===== src/rtl/logic_unit_arbiter_pkg.sv =====
// Shared opcodes and FSM encodings for the round-robin logic-unit arbiter.
package logic_unit_arbiter_pkg;
  localparam logic [2:0] OP_OR   = 3'd0;
  localparam logic [2:0] OP_AND  = 3'd1;
  localparam logic [2:0] OP_XOR  = 3'd2;
  localparam logic [2:0] OP_NOR  = 3'd3;
  localparam logic [2:0] OP_NAND = 3'd4;
  localparam logic [2:0] OP_XNOR = 3'd5;

  typedef enum logic [1:0] {
    ST_IDLE = 2'd0,
    ST_EXEC = 2'd1,
    ST_RESP = 2'd2
  } state_t;
endpackage


===== src/rtl/logic_unit_arbiter_logic_unit.sv =====
// Combinational six-function bitwise unit; opcodes 6/7 yield zero with err set.
module logic_unit
  import logic_unit_arbiter_pkg::*;
#(
  parameter int WIDTH = 8
) (
  input  logic [2:0]       op,
  input  logic [WIDTH-1:0] a,
  input  logic [WIDTH-1:0] b,
  output logic [WIDTH-1:0] y,
  output logic             err
);
  always_comb begin
    y   = '0;
    err = 1'b0;
    case (op)
      OP_OR:   y = a | b;
      OP_AND:  y = a & b;
      OP_XOR:  y = a ^ b;
      OP_NOR:  y = ~(a | b);
      OP_NAND: y = ~(a & b);
      OP_XNOR: y = ~(a ^ b);
      default: err = 1'b1;
    endcase
  end
endmodule


===== src/rtl/logic_unit_arbiter.sv =====
// Round-robin arbiter sharing one logic_unit between N_REQ requesters,
// with a three-state accept / execute / respond handshake.
module logic_unit_arbiter
  import logic_unit_arbiter_pkg::*;
#(
  parameter int WIDTH = 8,
  parameter int N_REQ = 4
) (
  input  logic                   clk,
  input  logic                   rst,
  input  logic [N_REQ-1:0]       req_valid,
  output logic [N_REQ-1:0]       req_ready,
  input  logic [3*N_REQ-1:0]     req_op,
  input  logic [WIDTH*N_REQ-1:0] req_a,
  input  logic [WIDTH*N_REQ-1:0] req_b,
  output logic                   rsp_valid,
  input  logic                   rsp_ready,
  output logic [WIDTH-1:0]       rsp_data,
  output logic [1:0]             rsp_id,
  output logic                   rsp_err
);
  localparam int ID_W = 2;

  state_t           state, state_nxt;
  logic [ID_W-1:0]  rr_ptr, win;
  logic             any_vld, accept;
  logic [2:0]       op_q;
  logic [WIDTH-1:0] a_q, b_q;
  logic [ID_W-1:0]  id_q;
  logic [WIDTH-1:0] lu_y;
  logic             lu_err;

  // Walk from the far end back toward rr_ptr so the closest valid requester wins.
  always_comb begin
    win     = '0;
    any_vld = 1'b0;
    for (int k = N_REQ - 1; k >= 0; k--) begin
      if (req_valid[rr_ptr + ID_W'(k)]) begin
        win     = rr_ptr + ID_W'(k);
        any_vld = 1'b1;
      end
    end
  end

  always_ff @(posedge clk or posedge rst) begin
    if (rst) state <= ST_IDLE;
    else     state <= state_nxt;
  end

  always_comb begin
    state_nxt = state;
    req_ready = '0;
    accept    = 1'b0;
    case (state)
      ST_IDLE: if (any_vld && !rst) begin
        req_ready[win] = 1'b1;
        accept         = 1'b1;
        state_nxt      = ST_EXEC;
      end
      ST_EXEC: state_nxt = ST_RESP;
      ST_RESP: if (rsp_ready) state_nxt = ST_IDLE;
      default: state_nxt = ST_IDLE;
    endcase
  end

  logic_unit #(.WIDTH(WIDTH)) u_lu (
    .op  (op_q),
    .a   (a_q),
    .b   (b_q),
    .y   (lu_y),
    .err (lu_err)
  );

  always_ff @(posedge clk or posedge rst) begin
    if (rst) begin
      rr_ptr    <= '0;
      op_q      <= '0;
      a_q       <= '0;
      b_q       <= '0;
      id_q      <= '0;
      rsp_valid <= 1'b0;
      rsp_data  <= '0;
      rsp_id    <= '0;
      rsp_err   <= 1'b0;
    end else begin
      if (accept) begin
        op_q <= req_op[3*win +: 3];
        a_q  <= req_a[WIDTH*win +: WIDTH];
        b_q  <= req_b[WIDTH*win +: WIDTH];
        id_q <= win;
      end
      if (state == ST_EXEC) begin
        rsp_data  <= lu_y;
        rsp_err   <= lu_err;
        rsp_id    <= id_q;
        rsp_valid <= 1'b1;
      end
      // rsp_data/id/err are left untouched so they persist after the handshake.
      if (state == ST_RESP && rsp_ready) begin
        rsp_valid <= 1'b0;
        rr_ptr    <= rsp_id + ID_W'(1);
      end
    end
  end
endmodule


===== config.mk =====
export PLATFORM = sky130hd
export DESIGN_NAME = logic_unit_arbiter
export DESIGN_NICKNAME = d
export VERILOG_FILES = /design/src/rtl/logic_unit_arbiter_pkg.sv /design/src/rtl/logic_unit_arbiter_logic_unit.sv /design/src/rtl/logic_unit_arbiter.sv
export SDC_FILE = /design/constraint.sdc
export NUM_CORES = 1
export LEC_CHECK = 0
export ABC_AREA = 1
export CAP_MARGIN = 10
export CORE_AREA = 4 4 85 87
export DETAILED_ROUTE_END_ITERATION = 12
export DIE_AREA = 0 0 89 91
export HOLD_SLACK_MARGIN = 0.05
export PLACE_DENSITY = 0.88
export SLEW_MARGIN = 10
export SYNTH_ARGS = -nofsm -noshare
export SYNTH_HDL_FRONTEND = slang
export SYNTH_SLANG_ARGS = --single-unit

===== constraint.sdc =====
create_clock -name clk -period 5.2 [get_ports clk]
set_input_delay 1.04 -clock clk [delete_from_list [all_inputs] [get_ports clk]]
set_output_delay 1.04 -clock clk [all_outputs]
set_load 0.005 [all_outputs]

Word level (Yosys, flattened, before mapping)
Cells that the tools add are included.
{ "op_classes": {"n_addsub": 4, "n_mul": 1, "n_div": 0, "magnitude_cmp": 6, "eq_ne": 9, "n_shift": 3, "muxes": 29, "bitwise_logic": 6, "n_reduce_logical": 9} }
{ "ops": {"columns": ["op", "count"], "rows": [
  ["variable part select 32 x 6 -> 8 bit", 2],
  ["one-hot mux 8 bit (6 select lines)", 1],
  ["NOT 8 bit", 3],
  ["< comparator 2 x 3 -> 1 bit, second input constant", 5],
  ["two-way mux 1 bit", 14],
  ["two-way mux 2 bit", 6],
  ["variable part select 12 x 5 -> 3 bit", 1],
  ["AND 8 bit", 1],
  ["binary-select mux 1 bit (select 2 bit)", 4],
  ["two-way mux 4 bit", 2],
  ["OR 8 bit", 1],
  ["bitwise XOR 8 bit", 1],
  ["equality test 3 x 2 -> 1 bit, second input constant", 2],
  ["equality test 3 bit, second input constant", 2],
  ["one-hot mux 2 bit (3 select lines)", 1],
  ["OR reduction 6 bit", 1],
  ["adder 2 x 1 -> 2 bit, second input constant", 2],
  ["adder 2 bit, second input constant", 2],
  ["multiplier 2 x 2 -> 4 bit, first input constant", 1],
  ["!= test 2 bit, second input constant", 2],
  ["equality test 3 x 1 -> 1 bit, second input constant", 1],
  ["logical AND 1 bit", 3],
  ["logical NOT 3 bit", 1],
  ["demux 1 bit (select 2 bit)", 1],
  ["7 further kinds", 7]
]} }
{ "word_totals": {"reg_bits": 37, "latch_bits": 0, "ram_bits": 0, "mem_bits_ro": 0, "inputBits": 83, "output_inout_bits": 16, "wordCells": 77, "mem_count": 0} }

Longest topological paths before layout
{ "depth": {"depth_word": 13, "depth_mapped": 14, "depth_no_buf": 13} }

Cells and area by module
Synthesis repeated with hierarchy kept, for this count alone.
{ "hier_totals": {"cells_unflattened": 559, "area_unflattened_um2": 3360.7} }
{ "modules_own_cells": {"columns": ["module", "instances", "cells_each", "area_each_um2", "seq_area_each_um2"], "rows": [
  ["logic_unit_arbiter", 1, 400, 2517.4, 925.9],
  ["logic_unit", 1, 159, 843.3, 0.0]
]} }

Least setup slack after synthesis
No wires, ideal clock.
{ "synth_path": {"path_type": "input-to-output", "startpoint": "input rst", "endpoint": "output req_ready[0]", "arrival_ps": 2512, "t_required_ps": 4160, "slack_ps": 1648, "stages": 5, "path_buffers": 0, "cell_sequence": "inv_1 -> nand4_2 -> inv_1 -> nand3_1 -> nor2_1"} }
{ "synth_between": {"elab_chain_len": 4} }
{ "synth_rtl": {"columns": ["element", "line_no", "rtl"], "rows": [
  ["start, declared", "logic_unit_arbiter.sv:10", "input logic rst,"],
  ["logical NOT 1 bit (no line)", null, null],
  ["logical AND 1 bit", "logic_unit_arbiter.sv:55", "ST_IDLE: if (any_vld && !rst) begin"],
  ["two-way mux 4 bit", "logic_unit_arbiter.sv:55", null],
  ["two-way mux 4 bit", "logic_unit_arbiter.sv:54", "case (state)"],
  ["end, declared", "logic_unit_arbiter.sv:12", "output logic [N_REQ-1:0] req_ready,"]
]} }
Every way passes these cells.

Final worst setup path
{ "layout_path": {"startpoint": "input req_valid[0]", "endpoint": "output req_ready[1]"} }
{ "layout_between": {"elab_chain_len": 12, "elab_cells_between_ends": 24, "cone_classes": "2 x order compare; 20 x mux; 2 x reduce/logical"} }
{ "layout_rtl": {"columns": ["element", "line_no", "rtl"], "rows": [
  ["start, declared", "logic_unit_arbiter.sv:11", "input logic [N_REQ-1:0] req_valid,"],
  ["binary-select mux 1 bit (select 2 bit)", "logic_unit_arbiter.sv:38", "if (req_valid[rr_ptr + ID_W'(k)]) begin"],
  ["two-way mux 1 bit (not written as such)", "logic_unit_arbiter.sv:38", null],
  ["two-way mux 2 bit (4 in series)", "logic_unit_arbiter.sv:38", null],
  ["< comparator 2 x 3 -> 1 bit (not written as such) / greater-or-equal comparator 2 x 1 -> 1 bit (equally long branches)", "logic_unit_arbiter.sv:56", "req_ready[win] = 1'b1;"],
  ["logical AND 1 bit (not written as such)", "logic_unit_arbiter.sv:56", null],
  ["two-way mux 1 bit (not written as such)", "logic_unit_arbiter.sv:56", null],
  ["demux 1 bit (select 2 bit)", "logic_unit_arbiter.sv:56", null],
  ["two-way mux 4 bit (*)", "logic_unit_arbiter.sv:55", null],
  ["two-way mux 4 bit (*)", "logic_unit_arbiter.sv:54", null]
]} }
Every way passes the cells marked *; elsewhere a longest branch is shown, timed or not. The select of a mux whose other input is x is not followed.

==> results.md <==
* # IOs at 99
* Max stage delay cell, worst path: clkdlybuf4s50_1
* Die footprint at slightly above 8000 µm²
* HP Class: reg2reg
* Core area at ~6300 µm²
* Nets at 655
* Status: completed
* Post-CTS Setup Inserts at 0
* GRT Resource Usage Total at around a fifth
* Relative slew slack at between 30% and 40%
* DRT Pass-1 Iters at 5
* Tcrit/Tclk final at roughly 81%
* Multi-input logic area at about 1700 µm²
* Vias in the first global route at between 2000 and 3000
* CP startpoint kind: primary input
* Commonest non-fill, non-tap cell in the layout: nand2_1
* # DRC at 0
* #FFs+latches synth at 37
* Syn_area_per_cell at between 6 and 7 µm²
* Peak supply drop at about 0.00060 V
* Crit path launch: req_valid[0]
* Distinct cell type count after synthesis at 31
* Synth Cell Area at approximately 3200 µm²
* Top-area cell type share of the netlist area at ~29%
* Synth warn at 0
* Commonest cells after routing, fill and taps aside: 143 x nand2_1, 98 x clkdlybuf4s50_1, 92 x inv_1
* Synth top area cells: dfrtp_1 29%, nand2_1 17%, inv_1 11%
* Largest area contributor in the netlist: dfrtp_1
* CP Class: in2out
* ANT nets after route at 0
* Final GP Congestion at around 0.85
* Dpl cell area at roughly 4100 µm²
* Final Cell Area at about 4200 µm²
* Initial antenna violation count at 0
* Layout cells sized above 1 at between 6 and 7%
* H-tree levels at 2
* I/O Buffers at 98
* Hold-fix buffers, CTS at 0
* Max Cap Viol at 0
* Initial Utilization at 49.87%
* Setup Viol. Count Final at 0
* Row Count at 29
* Layout Cells excl Fill at roughly 630
* Clock-pin transition on the worst setup and hold timing paths at around 0.070 ns
* Syn Inst Count at approximately 470
* Max Fclk at roughly 240 MHz
* DR WL/cell at 12.35 µm
* Fin crit period at 4.199 ns
* Data arrival, critical path at between 3 and 4 ns
* Worst path cell trace: clkdlybuf4s50_1 > nand2_1 > o21ai_2 > nor2_1 > nand3_1 > nand4_2 > buf_4 > inv_1 > buf_4 > nand2_1 > nor2_1 > clkdlybuf4s50_1
* Largest net degree at the start of global routing at 59
* DP HPWL at around 6.2 mm
* Post-Syn Nets at approximately 560
* Async set or reset register ratio after synthesis at between 90% and 100%
* Hold path cells at 2
* Vias at approximately 3200
* # clock sinks at 37
* Slew Limit Fails at 0
* Crit end category: output port
* First-pass GRT wire length at roughly 13 mm
* Setup TNS at 0 ns
* Die Wd at a little under 90 µm
* Area delta synth->final at 34.10%
* Predominant post-synthesis flop cell: dfrtp_1
* Clock Path Buffers at 2
* CTS Root Cell: clkbuf_8
* Reg2reg path depth at 14
* P per Cell Area at 556.7 nW/µm²
* CP Max Fanout at 23
* RSZ-0062 raised after global routing: no
* TritonCTS Buffers at 5
* Worst Path Required at approximately 4.2 ns
* Hold Vio Cnt, Final at 0
* Power, Total at ~2.4 mW
* # fillers at about 530
* Clock latency on the worst-skew pair at between 0.2 and 0.3 ns
* Worst slew pin tran at approximately 1 ns
* Grt ovf at 0
* Leakage at 2.208 nW
* CTS tree: done
* R2R setup slack at ~2.6 ns
* # resized after CTS at 0
* Vias/cell at 5.084
* Drt first-iter violations at 186
* DP Cell Count at ~630
* Seq/Total Area, Yosys at about 30%
* Post-synth EDFFs at 0
* Worst hold slack at between 0.4 and 0.5 ns
* Clock Skew at 0.01287 ns
* Reg area at 925.9 µm²
* Ant diodes at 0
* Hold path start: rsp_valid
* Final wirelength at just under 8 mm
* Die Ht at just over 90 µm
* Reg2reg start: rr_ptr[0]
* Slowest cell delay on critical path at 0.46 ns
power breakdown:
group / internal (mW) / leakage, nW / switching (mW)
Sequential: 0.427 / 0.459 / 0.123
Clock: 0.156 / 0.0585 / 0.100
Combinational: 0.627 / 1.69 / 0.930
Total: 1.21 / 2.21 / 1.15
metal layers:
metal,share of wire [%],vias to the layer above,GRT usage [%]
li1,-,1630,-
met3,6.2,18,3.529
met5,0,-,0
met4,1.6,0,5.583
met1,45,1462,27.88
met2,47,113,31.31
synthesized netlist by cell type, types with 3 or more instances:
| cell type | number |
|---|---|
| o2111ai_1 | 7 |
| clkbuf_1 | 4 |
| nand2_2 | 4 |
| dfrtp_1 | 37 |
| o21ai_2 | 3 |
| nand3_2 | 12 |
| a22oi_1 | 8 |
| or2_0 | 10 |
| or2_1 | 10 |
| nor2_1 | 9 |
| nor3_1 | 3 |
| nand2_1 | 143 |
| o21ai_0 | 7 |
| o32a_1 | 7 |
| buf_2 | 4 |
| inv_1 | 92 |
| buf_6 | 9 |
| ha_1 | 16 |
| nand3_1 | 64 |
final cells by class:
class | count | area share [%]
Tap cell | 77 | 2.269
Multi-Input combinational cell | 315 | 40.90
Timing Repair Buffer | 103 | 23.98
Sequential cell | 37 | 21.80
Clock inverter | 1 | 0.7071
Inverter | 94 | 8.309
Clock buffer | 7 | 2.033
state kept, by name (all words and copies together) (netlist names):
signal,flops
rsp_data,8
rsp_valid,1
op_q,3
rsp_err,1
rsp_id,2
a_q,8
state,2
rr_ptr,2
id_q,2
b_q,8
critical path, delay by kind of cell:
kind | cells | cell delay (ns)
buffers and inverters | 5 | 1.39
AND/OR/NAND/NOR | 6 | 0.64
AO/OA/AOI/OAI | 1 | 0.08
logic make-up after synthesis:
group | Yosys count | share of synthesized area, %
buffers and inverters | 113 | 15.92
DFF | 37 | 29.24
and+or+nand+nor | 261 | 39.00
xor gates and xnor gates | 2 | 0.5532
adders and majority gates | 16 | 6.322
AOI/OAI and AO/OA | 36 | 8.969
worst paths after layout:
kind                                      to
worst max-delay path            req_ready[1]
worst min-delay path               rsp_valid
worst max register to register        a_q[0]
worst min register to register     rsp_valid
max in group asynchronous        rsp_data[4]
min in group asynchronous             b_q[6]
through the flow:
stage                     util [%]  setup slack, ns
final                        66.88            1.001
after global routing         66.88           0.7847
after CTS                    66.88           0.9975
after detailed placement     65.04            1.001
after global placement       65.04            1.055
after floorplan                  -            1.648
Note: power is estimated with default switching activity, not from simulation.
